## src/rtl/led_scan_ctrl.sv

```systemverilog
// led_scan_ctrl: time-multiplexed scan controller for a multi-digit
// 7-segment display with a frame-coherent shadow of the digit nibbles.
// Ports: clk, rst (async, active-high), upd strobe + data_in nibbles,
// lz_en (leading-zero blanking), upd_ack and frame_start pulses,
// dig_sel (active-low digit enables), nib_out (code to the decoder).
// Optional: SCAN_BLINK_EN adds blink_mask and an 8-bit frame counter.
module led_scan_ctrl #(
  parameter int DIGITS  = 8,
  parameter int CLK_DIV = 50000,
  parameter int GUARD   = 16
) (
  input  logic                  clk,
  input  logic                  rst,
  input  logic                  upd,
  input  logic [4*DIGITS-1:0]   data_in,
  input  logic                  lz_en,
`ifdef SCAN_BLINK_EN
  input  logic [DIGITS-1:0]     blink_mask,
`endif
  output logic                  upd_ack,
  output logic                  frame_start,
  output logic [DIGITS-1:0]     dig_sel,
  output logic [3:0]            nib_out
);

  localparam int CW = (CLK_DIV > 1) ? $clog2(CLK_DIV) : 1;
  localparam int IW = (DIGITS > 1) ? $clog2(DIGITS) : 1;

  localparam logic [CW-1:0] CNT_MAX = CW'(CLK_DIV - 1);
  localparam logic [CW-1:0] CNT_GRD = CW'(GUARD);
  localparam logic [IW-1:0] IDX_MAX = IW'(DIGITS - 1);
  localparam logic [3:0]    BLANK   = 4'hA;

  logic [CW-1:0]       cnt;
  logic [IW-1:0]       idx;
  logic                pending;
  logic [4*DIGITS-1:0] pend_data;
  logic [4*DIGITS-1:0] shadow;

  logic                tick;
  logic                boundary;
  logic                commit;
  logic [DIGITS-1:0]   sel_n;
  logic [DIGITS-1:0]   zfrom;
  logic                run;
  logic                sup;
  logic [3:0]          cur;
  logic [3:0]          code;

`ifdef SCAN_BLINK_EN
  logic [7:0]          fcnt;
`endif

  assign tick     = (cnt == CNT_MAX);
  assign boundary = tick && (idx == IDX_MAX);
  assign commit   = boundary && (pending || upd);

  always_comb begin
    sel_n = ~(DIGITS'(1) << idx);
  end

  // zfrom[i]: nibbles i..DIGITS-1 of the shadow are all zero
  always_comb begin
    run   = 1'b1;
    zfrom = '0;
    cur   = BLANK;
    sup   = 1'b0;
    for (int i = DIGITS - 1; i >= 0; i--) begin
      run      = run & (shadow[4*i +: 4] == 4'h0);
      zfrom[i] = run;
    end
    for (int i = 0; i < DIGITS; i++) begin
      if (idx == IW'(i)) begin
        cur = shadow[4*i +: 4];
        sup = (i != 0) && zfrom[i];
      end
    end
    code = cur;
`ifdef SCAN_BLINK_EN
    if (fcnt[7] && blink_mask[idx]) code = BLANK;
`endif
    if (lz_en && sup) code = BLANK;
  end

  always_ff @(posedge clk or posedge rst) begin
    if (rst) begin
      cnt         <= '0;
      idx         <= '0;
      pending     <= 1'b0;
      pend_data   <= '0;
      shadow      <= {DIGITS{BLANK}};
      upd_ack     <= 1'b0;
      frame_start <= 1'b0;
      dig_sel     <= '1;
      nib_out     <= BLANK;
    end else begin
      cnt <= tick ? '0 : cnt + CW'(1);
      if (tick) idx <= (idx == IDX_MAX) ? '0 : idx + IW'(1);

      if (upd) pend_data <= data_in;
      // a strobe landing on the boundary bypasses the pending copy
      if (commit) begin
        shadow  <= upd ? data_in : pend_data;
        pending <= 1'b0;
      end else if (upd) begin
        pending <= 1'b1;
      end

      upd_ack     <= commit;
      frame_start <= boundary;

      if (cnt >= CNT_GRD) begin
        dig_sel <= sel_n;
        nib_out <= code;
      end else begin
        dig_sel <= '1;
        nib_out <= BLANK;
      end
    end
  end

`ifdef SCAN_BLINK_EN
  always_ff @(posedge clk or posedge rst) begin
    if (rst) fcnt <= '0;
    else if (boundary) fcnt <= fcnt + 8'd1;
  end
`endif

endmodule

```

## config.mk

```make
export PLATFORM = sky130hd
export DESIGN_NAME = led_scan_ctrl
export DESIGN_NICKNAME = d
export VERILOG_FILES = /design/src/rtl/led_scan_ctrl.sv
export SDC_FILE = /design/constraint.sdc
export NUM_CORES = 1
export LEC_CHECK = 0
export BUFFER_PORTS_ARGS = -buffer_cell sky130_fd_sc_hd__buf_2
export CAP_MARGIN = 20
export CORE_MARGIN = 4
export CORE_UTILIZATION = 50
export CTS_BUF_LIST = sky130_fd_sc_hd__clkbuf_2 sky130_fd_sc_hd__clkbuf_4 sky130_fd_sc_hd__clkbuf_8
export DETAILED_ROUTE_END_ITERATION = 8
export PLACE_DENSITY = 0.74
export SETUP_SLACK_MARGIN = 0.1
export SLEW_MARGIN = 20
export SYNTH_ARGS = -nofsm -noshare
export SYNTH_HDL_FRONTEND = slang
export SYNTH_SLANG_ARGS = --single-unit
```

## constraint.sdc

```tcl
create_clock -name clk -period 2.84 [get_ports clk]
set_clock_uncertainty 0.15 [all_clocks]
set_input_delay 0.284 -clock clk [delete_from_list [all_inputs] [get_ports clk]]
set_output_delay 0.284 -clock clk [all_outputs]
set_load 0.03 [all_outputs]
```

==> impl_metrics.yaml, run 1 <==
run_status:
  status: "complete, no violations"
hold_path:
  worstHoldPathCells: 2
  hp-class: "input port to flop"
worst_setup_path:
  startpoint_type: "flop"
  cp-endpoint: "shadow[16]$_DFFE_PP0P_"
  crit_chain: "ha_1, nand3_1, nor4_4, nand3b_2, buf_4, mux2_1"
  cp_data_required_time_ns: 2.94
  cp_max_fo: 32
  crit_arrival_ns: 2.40
  rrSetupSlack_ns: 0.54
  cp_top_family: "simple AND/OR/NAND/NOR gates"
  reg2reg_from: "cnt[0]$_DFF_PP0_"
  worst_setup_path_end_kind: "flop"
  max_stage_delay_ns: 0.41
  crit_slowest_cell: "dfrtp_1"
  ff2ff_path_depth: 6
  crit_cells: 6
  worstSetupStartpoint: "cnt[0]$_DFF_PP0_"
  cp_num_buf_inv: 1
  r2r_end: "shadow[16]$_DFFE_PP0P_"
  crit_type: "flop to flop"
sta:
  worst_pin_slew_ns: 0.668
  post-route-period-util_pct: 81.1
  fmax_mhz: 434
  timing.final.hold_violations: 0
  timing.final.ws_setup_ns: 0.536
  drv_slew: 0
  setup_viol: 0
  fin_crit_ns: 2.30
  slew-limit-headroom_pct: 55.5
  rsz0062_at_grt: "false"
  tns_ns: 0
floorplan:
  start_util_pct: 52.0
  die_area_um2: 10200
  chipWidth_um: 101
  dieHeight_um: 101
  rows: 33
  design.core.area_um2: 8340
  io_pins: 50
pwr:
  ir_drop_mv: 0.243
  power.density_nw_per_um2: 497
  p_leak_nw: 2.26
clock_network:
  h-tree-depth: 3
  cts_num_sinks: 98
  cts_resized: 0
  clock_latency_ns: 0.36
  cts_inserted_buffers: 9
  post_cts_buffers: 0
  clk_root_buffer_cell: "clkbuf_8"
  cts_tree: "yes"
  path_clk_slew_ns: 0.10
  clk_path_buf_depth: 2
logic_synthesis:
  ys_top_cells_by_area: "dfrtp_1 (42%), dfstp_2 (16%), mux2_2 (9.1%)"
  synth.top_cell.area_share_pct: 41.6
  syn_nets: 393
  synth_commonest_cells: "dfrtp_1 (72), mux2_2 (35), mux2_1 (30)"
  synth_edf_count: 0
  avgSynthCellArea_um2: 12.4
  syn_area_um2: 4330
  ys_warn_count: 0
  synth_top_cell_by_area: "dfrtp_1"
  synth.most_common_cell: "dfrtp_1"
  syn_inst: 349
  ys.flop_type: "dfrtp_1"
  yosysSeqAreaShare_pct: 57.3
  async_reset_ff_share_pct: 100
  ys_types: 44
  synth-seq-cells: 98
route:
  drtPass1Iterations: 4
  wire_per_inst_um: 15.6
  drt-vias-per-instance: 5.37
  drc: 0
  routed_wl_um: 7960
  vias: 2743
  drtIter0Drc: 128
  postRouteAntennaNets: 0
global_route:
  grt_pass1_wl_um: 13700
  antenna_found_initial: 0
  grtUsageTotal_pct: 16.9
  grt_max_degree: 99
  grt_pass1_vias: 2896
  gr-total-overflow: 0
finish:
  n_antenna_cell: 0
  fin_nets: 445
  final_layout_size_suffix_gt1_share_pct: 33.5
  syn_to_final_growth_pct: 13.1
run:
  cap_viol_max_count: 0
placed_design:
  dpl.hpwl_um: 5580
  pre_cts_ws_ns: 0.547
  io_buffers: 49
  gp_congestion: 0.857
[final cells by class]
cell class,count,area (um^2)
clock inverter,6,47.5
fill,694,3440
inverter,15,60.1
timing repair buffer,58,333
clock buffer,10,138
tap,105,131
sequential,98,2480
multi-input combinational,219,1710
[layout by cell type (no fill, tap or decap), drive strengths merged, types with 3 or more instances in the layout]
master and instances:
nand2 19, o311ai 3, inv 18, o21ai 7
nand3 11, xnor2 5, nor2 21, nor4 12
or3 3, dlygate4sd3 3, a221oi 3, buf 55
nor3 6, a21oi 10, nand4 7, clkbuf 10
nor2b 6, dfrtp 72, dfstp 26, xor2 6
mux2 65, ha 8
[metal layers]
metal / track usage (%) / part of all wire, %
met5: 0 / 0
met3: 4.15 / 5.0
met1: 22.4 / 45
met2: 27.5 / 48
met4: 5.21 / 1.7
[cells by family (layout without fill, tap and decap cells)]
family	after synthesis	in the layout	share of synthesized area, %
muxes	66	66	17.1
AOI/OAI and AO/OA	40	40	6.18
adders and majority gates	8	8	2.31
buffers and inverters	32	89	3.29
xor gates and xnor gates	11	11	2.22
DFF	98	98	57.3
and+or+nand+nor	94	94	11.5
[power by group]
group          internal, mW  leakage [nW]  switching [mW]
Clock                 0.354        0.0941           0.500
Sequential             1.44          1.18          0.0110
Combinational        0.0650         0.987          0.0640
[state kept, by name (all words and copies together), names as in the netlist]
signal,flops
pend_data,32
shadow,32
cnt,16
dig_sel,8
nib_out,4
idx,3
frame_start,1
pending,1
upd_ack,1
[worst min path at each step]
stage / start / endpoint / slack [ns]
3_5_place_dp: rst / pend_data[3]$_DFF_PP0_ / 0.32
6_report: data_in[6] / pend_data[6]$_DFF_PP0_ / 0.01
3_3_place_gp: rst / cnt[1]$_DFF_PP0_ / 0.31
5_1_grt: data_in[25] / pend_data[25]$_DFF_PP0_ / 0.003
4_1_cts: data_in[21] / pend_data[21]$_DFF_PP0_ / 0.0003
2_1_floorplan: data_in[25] / pend_data[25]$_DFF_PP0_ / 0.30
[through the flow]
| step | utilization [%] | instances | hold WS [ns] | instance area, um^2 | power (mW) |
|---|---|---|---|---|---|
| after global placement | 56.2 | 492 | 0.310 | 4690 | 1.60 |
| after detailed placement | 56.2 | 492 | 0.320 | 4690 | 1.61 |
| after floorplan | - | 349 | 0.297 | 4340 | 1.56 |
| after global routing | 58.8 | 511 | 0.00334 | 4900 | 2.53 |
| after CTS | 58.8 | 511 | 0.000344 | 4900 | 2.46 |
| final | 58.8 | 511 | 0.00963 | 4900 | 2.43 |
[what timing repair did]
item	in CTS	in global routing
hold buffers	3	0
setup endpoints to repair	0	0
endpoints found under the hold margin	74	0
[worst register-to-register path: cells and delay by family, from the launching register on]
kind                     cells  cell delay (ns)
flip-flops                   1             0.41
AND/OR/NAND/NOR              3             0.78
buffers and inverters        1             0.27
multiplexers                 1             0.37
adder cells (fa/ha/maj)      1             0.20
(Power assumes the default switching activity.)
==> run 2: changes to the inputs <==
--- a/config.mk
+++ b/config.mk
@@ -11,7 +11,7 @@
 export CORE_UTILIZATION = 50
 export CTS_BUF_LIST = sky130_fd_sc_hd__clkbuf_2 sky130_fd_sc_hd__clkbuf_4 sky130_fd_sc_hd__clkbuf_8
 export DETAILED_ROUTE_END_ITERATION = 8
-export PLACE_DENSITY = 0.74
+export PLACE_DENSITY = 0.71
 export SETUP_SLACK_MARGIN = 0.1
 export SLEW_MARGIN = 20
 export SYNTH_ARGS = -nofsm -noshare
==> constraint.sdc (replaced) <==
create_clock -name clk -period 2.2 [get_ports clk]
set_clock_uncertainty 0.15 [all_clocks]
set_input_delay 0.22 -clock clk [delete_from_list [all_inputs] [get_ports clk]]
set_output_delay 0.22 -clock clk [all_outputs]
set_load 0.03 [all_outputs]
==> impl_metrics.yaml, run 2 (synthesis results as in run 1) <==
sta:
  post-route-period-util_pct: 92.0
  timing.final.hold_violations: 0
  fin_crit_ns: 2.02
  rsz0062_at_grt: "true"
  fmax_mhz: 494
  worst_pin_slew_ns: 0.500
  slew-limit-headroom_pct: 66.7
  tns_ns: 0
  drv_slew: 0
  setup_viol: 0
  timing.final.ws_setup_ns: 0.176
finish:
  largest_registers: "pend_data: 32 flops, shadow: 32 flops, cnt: 16 flops"
  nFillCells: 667
  n_antenna_cell: 0
  final_common_cell: "dfrtp_1"
  syn_to_final_growth_pct: 24.5
  final_cell_mix: "dfrtp_1 (71), buf_2 (49), mux2_2 (35), dlygate4sd3_1 (34), mux2_1 (30)"
  fin_nets: 489
  fin_util_pct: 64.7
  final_layout_size_suffix_gt1_share_pct: 34.9
route:
  vias: 2975
  postRouteAntennaNets: 0
  wire_per_inst_um: 15.3
  drtIter0Drc: 131
  drt-vias-per-instance: 5.36
  routed_wl_um: 8490
  drtPass1Iterations: 4
  drc: 0
run:
  cap_viol_max_count: 0
pwr:
  combPwrFrac_pct: 6.2
  ir_drop_mv: 0.415
  p_leak_nw: 2.51
  switching_power_mw: 0.731
  power_frac_seq_pct: 55.7
  power_frac_clock_pct: 38.1
  power.internal_mw: 2.63
  swShare_pct: 21.8
  power.density_nw_per_um2: 623
  p_total_mw: 3.36
worst_setup_path:
  r2r_end: "shadow[10]$_DFFE_PP0P_"
  crit_chain: "nor4_2, nand2_1, nor4_4, nand3b_4, buf_12, mux2_1"
  startpoint_type: "flop"
  cp_top_family: "simple AND/OR/NAND/NOR gates"
  crit_type: "flop to flop"
  cp_num_buf_inv: 1
  rrSetupSlack_ns: 0.18
  worst_setup_path_end_kind: "flop"
  crit_arrival_ns: 2.11
  max_stage_delay_ns: 0.45
  ff2ff_path_depth: 6
  cp_data_required_time_ns: 2.28
  reg2reg_from: "cnt[12]$_DFF_PP0_"
  cp_max_fo: 32
  crit_slowest_cell: "dfrtp_2"
run_status:
  status: "complete, no violations"
clock_network:
  cts_num_sinks: 98
  clk_root_buffer_cell: "clkbuf_8"
  cts_inserted_buffers: 9
  clock_latency_ns: 0.36
  path_clk_slew_ns: 0.10
  h-tree-depth: 3
  clk_path_buf_depth: 2
  cts_tree: "yes"
placed_design:
  io_buffers: 49
  gp_congestion: 0.861
  dpl.hpwl_um: 5650
  pre_cts_ws_ns: 0.0899
floorplan:
  chipWidth_um: 101
  design.core.area_um2: 8340
  dieHeight_um: 101
  rows: 33
  io_pins: 50
  start_util_pct: 52.0
  die_area_um2: 10200
hold_path:
  hp-start: "lz_en"
  hp-class: "input port to flop"
  holdPathEnd: "nib_out[1]$_DFF_PP1_"
  worstHoldPathCells: 3
global_route:
  antenna_found_initial: 0
  gr-total-overflow: 0
  grt_max_degree: 99
  grtUsageTotal_pct: 18.1
  grt_pass1_vias: 3165
  grt_pass1_wl_um: 14800
run 2: changes by cell type in the layout (fill, tap and decap cells not counted), sizes merged:
cell,before,now
dlygate4sd3,3,34
buf,55,68
bufinv,0,2
clkbuf,10,9
inv,18,17
run 2: worst max path at each step:
stage                       start                endpoint  slack [ns]  cells past startpoint
2_1_floorplan   cnt[10]$_DFF_PP0_   shadow[0]$_DFFE_PP0P_        0.12                      6
3_3_place_gp     cnt[5]$_DFF_PP0_  shadow[18]$_DFFE_PP0P_        0.14                      6
3_5_place_dp     cnt[4]$_DFF_PP0_   shadow[0]$_DFFE_PP0P_        0.09                      6
4_1_cts        idx[0]$_DFFE_PP0N_    nib_out[3]$_DFF_PP1_        0.10                      6
5_1_grt         cnt[10]$_DFF_PP0_  shadow[14]$_DFFE_PP0P_        0.07                      6
6_report        cnt[12]$_DFF_PP0_  shadow[10]$_DFFE_PP0P_        0.18                      6
run 2: stage by stage:
step / cells / hold slack (ns) / area, um^2
after floorplan: 349 / 0.233 / 4350
after global placement: 502 / 0.247 / 4780
after detailed placement: 502 / 0.252 / 4780
after CTS: 552 / 0.0233 / 5350
after global routing: 555 / 0.0290 / 5400
final: 555 / 0.00540 / 5400
run 2: area by class of cell:
class,instances,area (um^2),area share [%]
timing repair buffer,102,753,14.0
clock inverter,7,98.8,1.83
tap,105,131,2.43
sequential,98,2490,46.1
inverter,15,60.1,1.11
clock buffer,9,124,2.30
multi-input combinational,219,1740,32.3
run 2: repair_timing:
action	in CTS	in global routing
resized for setup	1	11
pin swaps	1	0
setup buffers	0	3
endpoints found under the setup margin	13	37
hold buffers	34	0
endpoints found under the hold margin	105	0
run 2: power by group through the flow:
stage	combinational, mW	sequential, mW	clock (mW)
after floorplan	0.106	1.90	0
after global placement	0.164	1.90	0
after detailed placement	0.168	1.91	0
after CTS	0.214	1.87	1.31
after global routing	0.235	1.88	1.39
final	0.209	1.87	1.28
run 2: tightest hold or removal path, stage by stage:
cell and delay [ns]:
buf_2 0.10, o311ai_1 0.10, nand3_1 0.08
run 2: metal layers:
| layer | share of wire (%) | routed length, um | track usage (%) |
|---|---|---|---|
| met5 | 0 | 0 | 0 |
| met3 | 4.2 | 355 | 2.77 |
| met4 | 1.4 | 120 | 6.34 |
| met1 | 45 | 3800 | 23.7 |
| met2 | 50 | 4210 | 30.6 |
==> run 3: changes to the inputs <==
--- a/config.mk
+++ b/config.mk
@@ -11,7 +11,8 @@
 export CORE_UTILIZATION = 50
 export CTS_BUF_LIST = sky130_fd_sc_hd__clkbuf_2 sky130_fd_sc_hd__clkbuf_4 sky130_fd_sc_hd__clkbuf_8
 export DETAILED_ROUTE_END_ITERATION = 8
-export PLACE_DENSITY = 0.71
+export PLACE_DENSITY = 0.76
+export RECOVER_POWER = 50
 export SETUP_SLACK_MARGIN = 0.1
 export SLEW_MARGIN = 20
 export SYNTH_ARGS = -nofsm -noshare
==> constraint.sdc (replaced) <==
create_clock -name clk -period 2.4 [get_ports clk]
set_clock_uncertainty 0.15 [all_clocks]
set_input_delay 0.24 -clock clk [delete_from_list [all_inputs] [get_ports clk]]
set_output_delay 0.24 -clock clk [all_outputs]
set_load 0.03 [all_outputs]
==> impl_metrics.yaml, run 3 (synthesis results as in run 1) <==
finish:
  final_cell_mix: "dfrtp_1 (70), mux2_1 (55), buf_2 (47), dlygate4sd3_1 (32), dfstp_2 (26)"
  nFillCells: 661
  fin_nets: 477
  largest_registers: "pend_data: 32 flops, shadow: 32 flops, cnt: 16 flops"
  syn_to_final_growth_pct: 22.0
  multi_input_area_um2: 1720
  seq_area_um2: 2490
  final_layout_size_suffix_gt1_share_pct: 26.3
  final_common_cell: "dfrtp_1"
  n_antenna_cell: 0
global_route:
  grt_max_degree: 99
  grt_use_met1_pct: 21.9
  antenna_found_initial: 0
  grt_pass1_vias: 3065
  grt_use_met2_pct: 30.4
  grt_pass1_wl_um: 14300
  use_met3_pct: 3.11
  gr-total-overflow: 0
  grtUsageTotal_pct: 17.8
  busiest_layer: "met2"
clock_network:
  clk_root_buffer_cell: "clkbuf_8"
  h-tree-depth: 3
  path_clk_slew_ns: 0.09
  cts_inserted_buffers: 9
  cts_num_sinks: 98
  clock_latency_ns: 0.36
  clk_path_buf_depth: 2
  cts_tree: "yes"
pwr:
  p_leak_nw: 2.43
  ir_drop_mv: 0.262
  power.density_nw_per_um2: 585
sta:
  fin_crit_ns: 2.11
  timing.final.ws_setup_ns: 0.295
  tns_ns: 0
  worst_pin_slew_ns: 1.28
  setup_viol: 0
  timing.final.hold_violations: 0
  slew-limit-headroom_pct: 14.4
  post-route-period-util_pct: 87.7
  fmax_mhz: 475
  drv_slew: 0
  rsz0062_at_grt: "false"
worst_setup_path:
  crit_chain: "ha_1, ha_1, a211oi_1, a221oi_1, o311ai_0, nand3_1"
  worst_setup_path_end_kind: "flop"
  crit_type: "flop to flop"
  max_stage_delay_ns: 0.44
  crit_slowest_cell: "dfrtp_1"
  rrSetupSlack_ns: 0.29
  crit_arrival_ns: 2.22
  startpoint_type: "flop"
  path_common_cell: "ha_1"
  cp_max_fo: 7
  cp_data_required_time_ns: 2.51
hold_path:
  hp-class: "input port to flop"
route:
  drtPass1Iterations: 4
  routed_wl_um: 8460
  drtIter0Drc: 104
  vias: 2942
  postRouteAntennaNets: 0
  wire_per_inst_um: 15.6
  drt-vias-per-instance: 5.42
  drc: 0
floorplan:
  rows: 33
  io_pins: 50
  design.core.area_um2: 8340
  die_area_um2: 10200
  chipWidth_um: 101
  start_util_pct: 52.0
  dieHeight_um: 101
placed_design:
  dpl.hpwl_um: 5870
  gp_congestion: 0.856
  pre_cts_ws_ns: 0.223
  io_buffers: 49
run:
  cap_viol_max_count: 0
run_status:
  status: "complete, no violations"
run 3: cell type report:
class	instances	area share (%)
Tap cell	105	2.48
Timing Repair Buffer	90	12.4
Multi-Input combinational cell	219	32.5
Clock inverter	4	1.42
Sequential cell	98	47.0
Inverter	15	1.14
Clock buffer	12	3.00
run 3: what timing repair did:
item,in CTS,in global routing
hold buffers,32,0
setup buffers,0,0
setup endpoints to repair,0,33
resized for setup,0,4
endpoints found under the hold margin,103,0
run 3: routing by layer:
layer	routed length, um	vias up
met4	223	0
met1	3620	1446
met5	0	-
li1	-	1405
met2	4250	70
met3	367	21
run 3: stage by stage:
| step | instance area (um^2) | instances | util, % | hold slack (ns) | power [mW] |
|---|---|---|---|---|---|
| 2_1_floorplan | 4340 | 349 | - | 0.253 | 1.84 |
| 3_3_place_gp | 4730 | 495 | 56.8 | 0.266 | 1.90 |
| 3_5_place_dp | 4730 | 495 | 56.8 | 0.278 | 1.91 |
| 4_1_cts | 5290 | 543 | 63.4 | 0.00366 | 3.15 |
| 5_1_grt | 5290 | 543 | 63.4 | 0.0274 | 3.22 |
| 6_report | 5290 | 543 | 63.4 | 0.0133 | 3.09 |
run 3: report_power, final:
group	leakage (nW)	total, mW	switching (mW)	internal (mW)
sequential	1.18	1.72	0.0132	1.71
clock	0.112	1.19	0.539	0.655
combinational	1.13	0.181	0.0848	0.0961
total	2.43	3.09	0.637	2.46
run 3: final timing paths:
| path | start | endpoint | cells past startpoint |
|---|---|---|---|
| min | data_in[1] | pend_data[1]$_DFF_PP0_ | 2 |
| max in group asynchronous | rst | cnt[10]$_DFF_PP0_ | 4 |
| min reg2reg | pend_data[2]$_DFF_PP0_ | pend_data[2]$_DFF_PP0_ | 1 |
| min in group asynchronous | rst | pend_data[3]$_DFF_PP0_ | 4 |
| max | idx[0]$_DFFE_PP0N_ | nib_out[1]$_DFF_PP1_ | 6 |
| max reg2reg | idx[0]$_DFFE_PP0N_ | nib_out[1]$_DFF_PP1_ | 6 |
run 3: critical path: cells and delay by family (launching register included):
family                     cells  cell delay [ns]
AOI/OAI and AO/OA              3             0.76
adders and majority gates      2             0.51
DFF                            1             0.44
and+or+nand+nor                1             0.16
